==> config.mk <==
export PLATFORM = sky130hd
export DESIGN_NAME = uart_tx_scheduler
export DESIGN_NICKNAME = d
export VERILOG_FILES = /design/src/rtl/uart_pkg.sv /design/src/rtl/rr_arbiter.sv /design/src/rtl/uart_tx_scheduler.sv
export SDC_FILE = /design/constraint.sdc
export NUM_CORES = 1
export LEC_CHECK = 0
export BUFFER_PORTS_ARGS = -buffer_cell sky130_fd_sc_hd__buf_4
export CELL_PAD_IN_SITES_DETAIL_PLACEMENT = 1
export CELL_PAD_IN_SITES_GLOBAL_PLACEMENT = 1
export CORE_MARGIN = 2
export CORE_UTILIZATION = 43
export CTS_CLUSTER_SIZE = 14
export DETAILED_ROUTE_END_ITERATION = 16
export GPL_ROUTABILITY_DRIVEN = 0
export GPL_TIMING_DRIVEN = 0
export PLACE_DENSITY = 0.87
export SKIP_CTS_REPAIR_TIMING = 1
export SYNTH_ARGS = -nofsm -noshare
export SYNTH_HDL_FRONTEND = slang
export SYNTH_HIERARCHICAL = 1
export SYNTH_SLANG_ARGS = --single-unit
==> constraint.sdc <==
create_clock -name clk -period 4.55 [get_ports clk]
set_clock_uncertainty 0.15 [all_clocks]
set_input_delay 0.2275 -clock clk [delete_from_list [all_inputs] [get_ports clk]]
set_output_delay 0.2275 -clock clk [all_outputs]
set_load 0.05 [all_outputs]
==> src/rtl/uart_pkg.sv <==
// Shared types and constants for the UART transmit scheduler.
package uart_pkg;

   typedef enum logic [2:0] {
      IDLE      = 3'd0,
      ISSUE     = 3'd1,
      WAIT_DONE = 3'd2,
      ABORT     = 3'd3,
      GUARD     = 3'd4
   } sched_state_t;

   localparam int UART_WORD_W = 9;
   localparam int SCHED_CNT_W = 16;

endpackage

==> src/rtl/rr_arbiter.sv <==
// Combinational round-robin picker: first request at or after ptr, wrapping modulo N.
module rr_arbiter #(
   parameter int N   = 4,
   parameter int IDW = (N > 1) ? $clog2(N) : 1
) (
   input  logic [N-1:0]   req,
   input  logic [IDW-1:0] ptr,
   output logic [N-1:0]   grant,
   output logic [IDW-1:0] grant_idx
);

   logic [IDW:0] cand;
   logic         found;

   always_comb begin
      grant     = '0;
      grant_idx = '0;
      found     = 1'b0;
      cand      = '0;
      for (int k = 0; k < N; k++) begin
         // One spare bit keeps ptr+k exact before folding back into range
         cand = {1'b0, ptr} + (IDW+1)'(k);
         if (cand >= (IDW+1)'(N)) cand = cand - (IDW+1)'(N);
         if (!found && req[cand[IDW-1:0]]) begin
            found     = 1'b1;
            grant_idx = cand[IDW-1:0];
         end
      end
      grant[grant_idx] = found;
   end

endmodule

==> src/rtl/uart_tx_scheduler.sv <==
// Shares one UART transmitter among NUM_REQ requesters with round-robin grants,
// start/frame watchdogs, a post-frame guard gap and per-frame status.
module uart_tx_scheduler
   import uart_pkg::*;
#(
   parameter int NUM_REQ       = 4,
   parameter int START_TIMEOUT = 16,
   parameter int FRAME_TIMEOUT = 65535,
   parameter int GUARD_CYCLES  = 2,
   parameter int IDW           = (NUM_REQ > 1) ? $clog2(NUM_REQ) : 1
) (
   input  logic                           clk,
   input  logic                           rst_n,
   input  logic [NUM_REQ-1:0]             req,
   input  logic [NUM_REQ*UART_WORD_W-1:0] req_data,
   output logic [NUM_REQ-1:0]             gnt,
   output logic                           uart_start,
   output logic [UART_WORD_W-1:0]         uart_data,
   input  logic                           uart_ready,
   input  logic                           uart_busy,
   input  logic                           uart_error,
   output logic                           frame_done,
   output logic [IDW-1:0]                 frame_src,
   output logic                           frame_err,
   output logic                           frame_timeout,
   output logic                           sched_busy
);

   localparam logic [SCHED_CNT_W-1:0] START_LIM = SCHED_CNT_W'(START_TIMEOUT - 1);
   localparam logic [SCHED_CNT_W-1:0] FRAME_LIM = SCHED_CNT_W'(FRAME_TIMEOUT - 1);
   localparam logic [SCHED_CNT_W-1:0] GUARD_LIM =
      (GUARD_CYCLES > 0) ? SCHED_CNT_W'(GUARD_CYCLES - 1) : '0;
   localparam sched_state_t POST_ST = (GUARD_CYCLES == 0) ? IDLE : GUARD;

   sched_state_t               state_q, state_d;
   logic [SCHED_CNT_W-1:0]     cnt_q, cnt_d, cnt_inc;
   logic [IDW-1:0]             ptr_q, ptr_d, ptr_next;
   logic [IDW-1:0]             src_q, src_d;
   logic [UART_WORD_W-1:0]     data_q, data_d;
   logic                       start_q, start_d;
   logic                       done_q, done_d;
   logic                       err_q, err_d;
   logic                       to_q, to_d;

   logic [NUM_REQ-1:0]         arb_grant;
   logic [IDW-1:0]             arb_idx;
   logic                       grant_ok;
   logic [UART_WORD_W-1:0]     words [NUM_REQ];

   for (genvar i = 0; i < NUM_REQ; i++) begin : g_word
      assign words[i] = req_data[i*UART_WORD_W +: UART_WORD_W];
   end

   rr_arbiter #(.N(NUM_REQ), .IDW(IDW)) u_arb (
      .req       (req),
      .ptr       (ptr_q),
      .grant     (arb_grant),
      .grant_idx (arb_idx)
   );

   // rst_n gates the grant so gnt is 0 while reset is held, even though state_q reads IDLE
   assign grant_ok = rst_n && (state_q == IDLE) && uart_ready && (req != '0);
   assign gnt      = grant_ok ? arb_grant : '0;
   assign cnt_inc  = (cnt_q == '1) ? cnt_q : cnt_q + SCHED_CNT_W'(1);
   assign ptr_next = (src_q == IDW'(NUM_REQ - 1)) ? '0 : src_q + IDW'(1);

   always_comb begin
      state_d = state_q;
      cnt_d   = cnt_q;
      ptr_d   = ptr_q;
      src_d   = src_q;
      data_d  = data_q;
      done_d  = 1'b0;
      err_d   = 1'b0;
      to_d    = 1'b0;
      unique case (state_q)
         IDLE: begin
            if (grant_ok) begin
               data_d  = words[arb_idx];
               src_d   = arb_idx;
               cnt_d   = '0;
               state_d = ISSUE;
            end
         end
         ISSUE: begin
            if (uart_busy) begin
               cnt_d   = '0;
               state_d = WAIT_DONE;
            end else if (cnt_q >= START_LIM) begin
               done_d  = 1'b1;
               to_d    = 1'b1;
               ptr_d   = ptr_next;
               state_d = ABORT;
            end else begin
               cnt_d = cnt_inc;
            end
         end
         WAIT_DONE: begin
            if (!uart_busy && uart_ready) begin
               done_d  = 1'b1;
               err_d   = uart_error;
               ptr_d   = ptr_next;
               cnt_d   = '0;
               state_d = POST_ST;
            end else if (cnt_q >= FRAME_LIM) begin
               done_d  = 1'b1;
               to_d    = 1'b1;
               ptr_d   = ptr_next;
               state_d = ABORT;
            end else begin
               cnt_d = cnt_inc;
            end
         end
         ABORT: begin
            cnt_d   = '0;
            state_d = POST_ST;
         end
         GUARD: begin
            if (cnt_q >= GUARD_LIM) begin
               cnt_d   = '0;
               state_d = IDLE;
            end else begin
               cnt_d = cnt_inc;
            end
         end
         default: state_d = IDLE;
      endcase
      start_d = (state_d == ISSUE);
   end

   always_ff @(posedge clk or negedge rst_n) begin
      if (!rst_n) begin
         state_q <= IDLE;
         cnt_q   <= '0;
         ptr_q   <= '0;
         src_q   <= '0;
         data_q  <= '0;
         start_q <= 1'b0;
         done_q  <= 1'b0;
         err_q   <= 1'b0;
         to_q    <= 1'b0;
      end else begin
         state_q <= state_d;
         cnt_q   <= cnt_d;
         ptr_q   <= ptr_d;
         src_q   <= src_d;
         data_q  <= data_d;
         start_q <= start_d;
         done_q  <= done_d;
         err_q   <= err_d;
         to_q    <= to_d;
      end
   end

   assign uart_start    = start_q;
   assign uart_data     = data_q;
   assign frame_done    = done_q;
   assign frame_src     = src_q;
   assign frame_err     = err_q;
   assign frame_timeout = to_q;
   assign sched_busy    = (state_q != IDLE);

endmodule

# After elaboration in Yosys (flattened, before gate mapping)
# Cells that the tools add are included.
# W data, S select, Z words.
[word_totals]
register_bits = 36
input_bits = 45
out_inout_bits = 20
wordCells = 123
[op_classes]
addsub = 9
order_cmp = 14
eq_ne = 13
mux = 56
bitwise_logic = 2
reduce_logical = 20
[ops]
columns = ["op", "n"]
rows = [
  ["$mux W16", 7],
  ["$pmux W16 S5", 1],
  ["$mux W2", 13],
  ["$bmux W9 S2", 1],
  ["$mux W3", 6],
  ["$mux W9", 2],
  ["$add A16 B1 Y16 const B", 1],
  ["$eq A16 B16 Y1 const B", 1],
  ["$ge A16 B1 Y1 const B", 1],
  ["$ge A16 B16 Y1 const B", 1],
  ["$ge A16 B4 Y1 const B", 1],
  ["$mux W1", 16],
  ["$lt A2 B3 Y1 const B", 5],
  ["$pmux W3 S5", 1],
  ["$ge A3 B3 Y1 const B", 4],
  ["$ne A3 B3 Y1 const B", 3],
  ["$bmux W1 S2", 4],
  ["$logic_and A1 B1 Y1", 8],
  ["$reduce_and A4 Y1", 2],
  ["$sub A2 B1 Y2 const B", 4],
  ["$add A2 B2 Y3 const B", 2],
  ["$eq A3 B1 Y1 const B", 2],
  ["$eq A3 B2 Y1 const B", 2],
  ["$ne A2 B2 Y1 const B", 3],
  ["other kinds (19)", 23],
]

# Depth between registers and ports, before layout
# Gate-level depths: netlist of the first run.
[logic_depth]
ltp_word = 20
depth_mapped = 9
depth_no_buf = 8

# Hierarchy
# Netlist of the first run, hierarchy kept.
[modules_own_cells]
columns = ["module", "n_inst", "cells_each", "area_each_um2", "seq_area_each_um2"]
rows = [
  ["uart_tx_scheduler", 1, 197, 2138.3, 900.9],
  ["rr_arbiter", 1, 30, 185.2, 0.0],
]

# Worst setup path before layout of the first run
# No wires, ideal clock.
[synth_path]
path_kind = "register to output"
startpoint = "reg state_q[2]"
endpoint = "out gnt[0]"
arrival_ns = 2.140
required_ns = 4.173
setup_slack_ns = 2.032
stages_incl_launch_ff = 5
path_buffers = 1
path_cell_list = "dfrtp_1 > or3_1 > nor2_1 > buf_2 > and2_1"
[synth_between]
elab_chain_len = 5
[synth_rtl]
columns = ["element", "line", "rtl"]
rows = [
  ["start, declared", "uart_tx_scheduler.sv:35", "sched_state_t state_q, state_d;"],
  ["start signal, assigned", "uart_tx_scheduler.sv:143", "state_q <= state_d;"],
  ["$logic_not A3 Y1", "uart_tx_scheduler.sv:62", "assign grant_ok = rst_n && (state_q == IDLE) && uart_ready && (req != '0);"],
  ["$logic_and A1 B1 Y1 (3 in series)", "uart_tx_scheduler.sv:62", ""],
  ["$mux W4", "uart_tx_scheduler.sv:63", "assign gnt = grant_ok ? arb_grant : '0;"],
  ["end, declared", "uart_tx_scheduler.sv:16", "output logic [NUM_REQ-1:0] gnt,"],
]
# Every way passes these cells.

# Worst setup path after layout of the first run
[layout_path]
startpoint = "in rst_n"
endpoint = "out gnt[3]"
[layout_between]
elab_chain_len = 4
[layout_rtl]
columns = ["element", "line", "rtl"]
rows = [
  ["start, declared", "uart_tx_scheduler.sv:13", "input logic rst_n,"],
  ["$logic_and A1 B1 Y1 (3 in series)", "uart_tx_scheduler.sv:62", ""],
  ["$mux W4", "uart_tx_scheduler.sv:63", ""],
]
# Every way passes these cells.

==> results.sh, run 1 <==
export IMPL_grt_pass1_wl_mm=11.2
export IMPL_r2r_end="cnt_q[0]$_DFFE_PN0P_"
export IMPL_synth_mux_area_frac=0.145
export IMPL_cts_buffers=5
export IMPL_die_x_um=77.5
export IMPL_ys_seq_area_frac=0.388
export IMPL_clk_path_buf_depth=2
export IMPL_synthTopCellsByCount="36 x dfrtp_1, 17 x o21ai_0, 15 x nor2_1"
export IMPL_required_ns=4.17
export IMPL_num_rows=26
export IMPL_start_util=0.449
export IMPL_r2r_setup_slack_ns=1.80
export IMPL_synthArstFlopShare=1.00
export IMPL_hp_class="in2reg"
export IMPL_design_area_sq_um=2990
export IMPL_syn_nets=277
export IMPL_crit_path_end_kind="primary output"
export IMPL_synthAdderAreaFrac=0.0269
export IMPL_r2r_start="cnt_q[10]$_DFFE_PN0P_"
export IMPL_drv_cap=0
export IMPL_drtIter0Drc=116
export IMPL_synth_compound_area_frac=0.166
export IMPL_drive_above_1_share=0.370
export IMPL_path_max_fanout=37
export IMPL_die_y_um=77.5
export IMPL_synthesis_area_sq_um=2320
export IMPL_grt_pass1_vias=2184
export IMPL_placed_area_sq_um=2890
export IMPL_layout_min_cycle_time_ns=2.94
export IMPL_vias_per_cell=5.88
export IMPL_synth_xor_area_frac=0
export IMPL_grt_antenna_before_repair=0
export IMPL_routedWlPerCell_um=18.2
export IMPL_drtPass1Iterations=4
export IMPL_worst_skew_pair_late_latency_ns=0.30
export IMPL_synth_area_per_cell_sq_um=10.2
export IMPL_route_detailed_drc=0
export IMPL_syn_to_final_growth_pct=28.9
export IMPL_grt_start_max_net_pins=38
export IMPL_coreArea_sq_um=5170
export IMPL_synth_edf_count=0
export IMPL_crit_arrival_ns=2.57
export IMPL_drv_slew=0
export IMPL_start_kind="input port"
export IMPL_cts_root_buffer="clkbuf_8"
export IMPL_io_pins=65
export IMPL_crit_start="rst_n"
export IMPL_yosysTopAreaCell="dfrtp_1"
export IMPL_ir_drop_mv=0.331
export IMPL_cts_tree="yes"
export IMPL_crit_end="gnt[3]"
export IMPL_yosysMostFrequentCell="dfrtp_1"
export IMPL_status="completed"
export IMPL_track_usage=0.239
export IMPL_reg2reg_depth=7
export IMPL_ant_nets=0
export IMPL_relSlewSlack=0.454
export IMPL_path_clk_slew_ns=0.08
export IMPL_powerDensity_nw_per_um2=554
export IMPL_syn_inst=227
export IMPL_synth_top_family_by_area="simple AND/OR/NAND/NOR gates"
export IMPL_hold_violations=0
export IMPL_routed_wirelength_mm=6.72
export IMPL_synth_seq_cells=36
export IMPL_synth_distinct_cells=49
export IMPL_finish_net_count=349
export IMPL_netlist_top_cells_area="dfrtp_1 39%, mux4_2 8.7%, mux2_2 5.8%"
export IMPL_critPathKind="in2out"
export IMPL_grt_overflow=0
export IMPL_min_period_over_period=0.647
export IMPL_io_buffers=64
export IMPL_yosys_area_top_type_share=0.388
export IMPL_setup_viol=0
export IMPL_synth_flop_cell="dfrtp_1"
export IMPL_via_count=2176
export IMPL_cts_sinks=36
export IMPL_htreeDepth=2
export IMPL_p_leak_nw=1.42
export IMPL_yosysWarnings=6
export IMPL_dp_hpwl_mm=5.01
export IMPL_rsz0062_at_grt="no"
export IMPL_tightestPinTransition_ns=0.819
export IMPL_synth_simple_area_share=0.236
export IMPL_dieArea_sq_um=6010
export IMPL_final_setup_tns_ns=0
export IMPL_num_antenna_cells=0
export IMPL_max_freq_mhz=340
[sequential cells by signal, summed over array words and instances (netlist names)]
signal,count
frame_done,1
frame_err,1
cnt_q,16
uart_start,1
frame_src,2
uart_data,9
state_q,3
ptr_q,2
frame_timeout,1
[stage by stage]
stage | setup slack, ns | power [W] | hold slack, ns | utilization | cells
floorplan | 2.03 | 0.00113 | -0.218 | - | 227
global placement | 1.88 | 0.00138 | 0.0719 | 0.559 | 361
detailed placement | 1.79 | 0.00142 | 0.0780 | 0.559 | 361
CTS | 1.77 | 0.00167 | -0.249 | 0.577 | 369
global route | 1.39 | 0.00175 | 0.0575 | 0.579 | 370
finish | 1.61 | 0.00166 | 0.0349 | 0.579 | 370
[logic make-up (layout without fill, tap and decap cells)]
kind of cell	Yosys count	in the layout
and+or+nand+nor	90	90
AOI/OAI and AO/OA	56	56
DFF	36	36
muxes	21	21
buffers and inverters	19	92
adders and majority gates	5	5
[layout make-up]
cell class              instances  area (sq um)
inverters                       9          33.8
plain buffers                  10          53.8
repair buffers                 65           490
fillers                       597          2180
multi-input cells             172          1340
clock buffers                   6          82.6
clock inverters                 2          10.0
well taps                      70          87.6
flip-flops and latches         36           901
[routing by layer]
| metal | routed length (um) | up-vias | global-route usage |
|---|---|---|---|
| met3 | 241 | 13 | 0.0372 |
| met2 | 3460 | 61 | 0.397 |
| met4 | 143 | 0 | 0.0964 |
| met5 | 0 | - | 0 |
| li1 | - | 995 | - |
| met1 | 2870 | 1107 | 0.311 |
[layout by cell type (no fill, tap or decap), types with 3 or more instances in the layout]
cell	count
a21oi_1	13
a22o_1	9
and2_1	10
and3_1	6
buf_2	4
buf_4	65
clkbuf_8	6
dfrtp_1	36
ha_1	5
inv_1	9
mux2_2	12
mux4_2	9
nand2_1	8
nand2b_1	6
nand3_1	9
nand4_1	4
nor2_1	15
nor2b_1	9
nor3_1	6
nor4_1	3
o21ai_0	17
[critical path, cell delays in order]
cell and delay (ns):
dlygate4sd3_1 0.53, buf_4 0.42, nand3_1 0.20, nor2_1 0.49, buf_2 0.34, and2_1 0.16
buf_4 0.19
[power breakdown]
| group | total [W] | internal [W] | switching [W] |
|---|---|---|---|
| Sequential | 0.000468 | 0.000400 | 0.0000685 |
| Combinational | 0.000945 | 0.000365 | 0.000581 |
| Clock | 0.000244 | 0.000121 | 0.000123 |
[worst min path at each step]
stage               cells past startpoint  slack (ns)                  endpoint  startpoint
floorplan                               0       -0.22      cnt_q[0]$_DFFE_PN0P_       rst_n
global placement                        1        0.07  uart_data[8]$_DFFE_PN0P_       rst_n
detailed placement                      1        0.08  uart_data[8]$_DFFE_PN0P_       rst_n
CTS                                     1       -0.25  uart_data[8]$_DFFE_PN0P_       rst_n
global route                            2        0.06       frame_err$_DFF_PN0_  uart_error
finish                                  2        0.03       frame_err$_DFF_PN0_  uart_error
No activity file was read; power rests on OpenSTA's default activity.
==> run 2: changes to the inputs <==
Settings changed: CORE_UTILIZATION 43 to 40, PLACE_DENSITY 0.87 to 0.82.
Clock period 4.55 ns to 2.8 ns, I/O delays scaled along.
==> results.sh, run 2 (synthesis gave the netlist of run 1 again) <==
export IMPL_crit_path_end_kind="flop"
export IMPL_start_util=0.417
export IMPL_route_detailed_drc=0
export IMPL_grtUsageMet1=0.278
export IMPL_r2r_setup_slack_ns=0.22
export IMPL_layout_commonest_cell="buf_4"
export IMPL_hold_slack_ns=0.0523
export IMPL_drtPass1Iterations=4
export IMPL_cpPeakStageDelay_ns=0.48
export IMPL_fillCellCount=646
export IMPL_slowest_stage="nor4_1"
export IMPL_fin_util=0.547
export IMPL_grt_start_max_net_pins=38
export IMPL_syn_to_final_growth_pct=31.2
export IMPL_routedWlPerCell_um=18.6
export IMPL_drv_cap=0
export IMPL_crit_chain="nor4_1 > nand4_1 > nand2b_1 > o311a_1 > clkbuf_2 > o21ai_0 > a22o_1"
export IMPL_crit_arrival_ns=2.60
export IMPL_path_buf_inv=1
export IMPL_r2r_start="cnt_q[14]$_DFFE_PN0P_"
export IMPL_cts_sinks=36
export IMPL_largest_register_ffs=16
export IMPL_powerDensity_nw_per_um2=893
export IMPL_hold_depth=3
export IMPL_track_usage=0.222
export IMPL_setup_viol=0
export IMPL_tightestPinTransition_ns=0.572
export IMPL_relSlewSlack=0.619
export IMPL_layout_min_cycle_time_ns=2.58
export IMPL_final_cell_mix="65 x buf_4, 36 x dfrtp_1, 17 x o21ai_0"
export IMPL_hold_violations=0
export IMPL_grt_pass1_vias=2244
export IMPL_grt_util_met2=0.387
export IMPL_grt_pass1_wl_mm=11.0
export IMPL_cts_tree="yes"
export IMPL_num_antenna_cells=0
export IMPL_via_count=2182
export IMPL_finish_net_count=351
export IMPL_grtUsageMet3=0.0360
export IMPL_ant_nets=0
export IMPL_routed_wirelength_mm=6.97
export IMPL_reg2reg_depth=7
export IMPL_num_rows=27
export IMPL_start_kind="flop"
export IMPL_vias_per_cell=5.83
export IMPL_io_buffers=64
export IMPL_status="completed"
export IMPL_die_x_um=80.2
export IMPL_top_register="cnt_q"
export IMPL_dieArea_sq_um=6430
export IMPL_clk_path_buf_depth=2
export IMPL_hold_path_startpoint="uart_busy"
export IMPL_multi_input_area_sq_um=1350
export IMPL_worst_skew_pair_late_latency_ns=0.29
export IMPL_r2r_end="cnt_q[0]$_DFFE_PN0P_"
export IMPL_drive_above_1_share=0.384
export IMPL_hp_class="in2reg"
export IMPL_drtIter0Drc=97
export IMPL_holdPathEnd="frame_err$_DFF_PN0_"
export IMPL_ir_drop_mv=0.470
export IMPL_io_pins=65
export IMPL_max_freq_mhz=388
export IMPL_critPathKind="reg2reg"
export IMPL_p_leak_nw=1.45
export IMPL_path_clk_slew_ns=0.08
export IMPL_required_ns=2.82
export IMPL_drv_slew=0
export IMPL_htreeDepth=2
export IMPL_die_y_um=80.2
export IMPL_cts_buffers=5
export IMPL_dp_hpwl_mm=5.04
export IMPL_coreArea_sq_um=5570
export IMPL_min_period_over_period=0.920
export IMPL_rsz0062_at_grt="no"
export IMPL_critPathTopFamily="simple AND/OR/NAND/NOR gates"
export IMPL_path_max_fanout=10
export IMPL_grt_antenna_before_repair=0
export IMPL_seqCellArea_sq_um=901
export IMPL_grt_overflow=0
export IMPL_grt_busiest_layer="met2"
export IMPL_cts_root_buffer="clkbuf_8"
[run 2: worst max path at each step]
stage / start / endpoint / slack (ns) / cells after the start
floorplan: state_q[2]$_DFF_PN0_ / gnt[0] / 0.37 / 4
global placement: ptr_q[0]$_DFFE_PN0P_ / uart_data[3]$_DFFE_PN0P_ / 0.08 / 6
detailed placement: ptr_q[0]$_DFFE_PN0P_ / uart_data[1]$_DFFE_PN0P_ / 0.02 / 6
CTS: ptr_q[0]$_DFFE_PN0P_ / uart_data[1]$_DFFE_PN0P_ / -0.00003 / 6
global route: cnt_q[14]$_DFFE_PN0P_ / cnt_q[0]$_DFFE_PN0P_ / 0.05 / 7
finish: cnt_q[14]$_DFFE_PN0P_ / cnt_q[0]$_DFFE_PN0P_ / 0.22 / 7
[run 2: tightest hold or removal path: stages]
cell	delay (ns)
buf_4	0.10
nor2b_1	0.05
and3_1	0.17
[run 2: cell type report]
class / instances / share of cell area
Buffer: 10 / 0.0185
Clock buffer: 6 / 0.0271
Clock inverter: 2 / 0.00328
Inverter: 9 / 0.0111
Multi-Input combinational cell: 172 / 0.444
Sequential cell: 36 / 0.296
Tap cell: 72 / 0.0296
Timing Repair Buffer: 67 / 0.171
[run 2: through the flow]
stage | setup WS, ns | total power (W) | instances | instance area (sq um) | setup TNS, ns
3_5_place_dp | 0.0182 | 0.00231 | 363 | 2890 | 0
2_1_floorplan | 0.370 | 0.00184 | 227 | 2320 | 0
6_report | 0.225 | 0.00272 | 374 | 3050 | 0
4_1_cts | -0.0000309 | 0.00271 | 371 | 2990 | -0.0000309
5_1_grt | 0.0522 | 0.00288 | 374 | 3050 | 0
3_3_place_gp | 0.0795 | 0.00225 | 363 | 2890 | 0
[run 2: layer usage]
layer | vias to the layer above | part of all wire
li1 | 1003 | -
met2 | 53 | 0.53
met1 | 1110 | 0.41
met4 | 0 | 0.028
met5 | - | 0
met3 | 16 | 0.031
[run 2: power by group]
| part | switching (W) | total (W) | internal, W |
|---|---|---|---|
| Clock | 0.000193 | 0.000390 | 0.000197 |
| Sequential | 0.000117 | 0.000766 | 0.000649 |
| Combinational | 0.000960 | 0.00156 | 0.000605 |
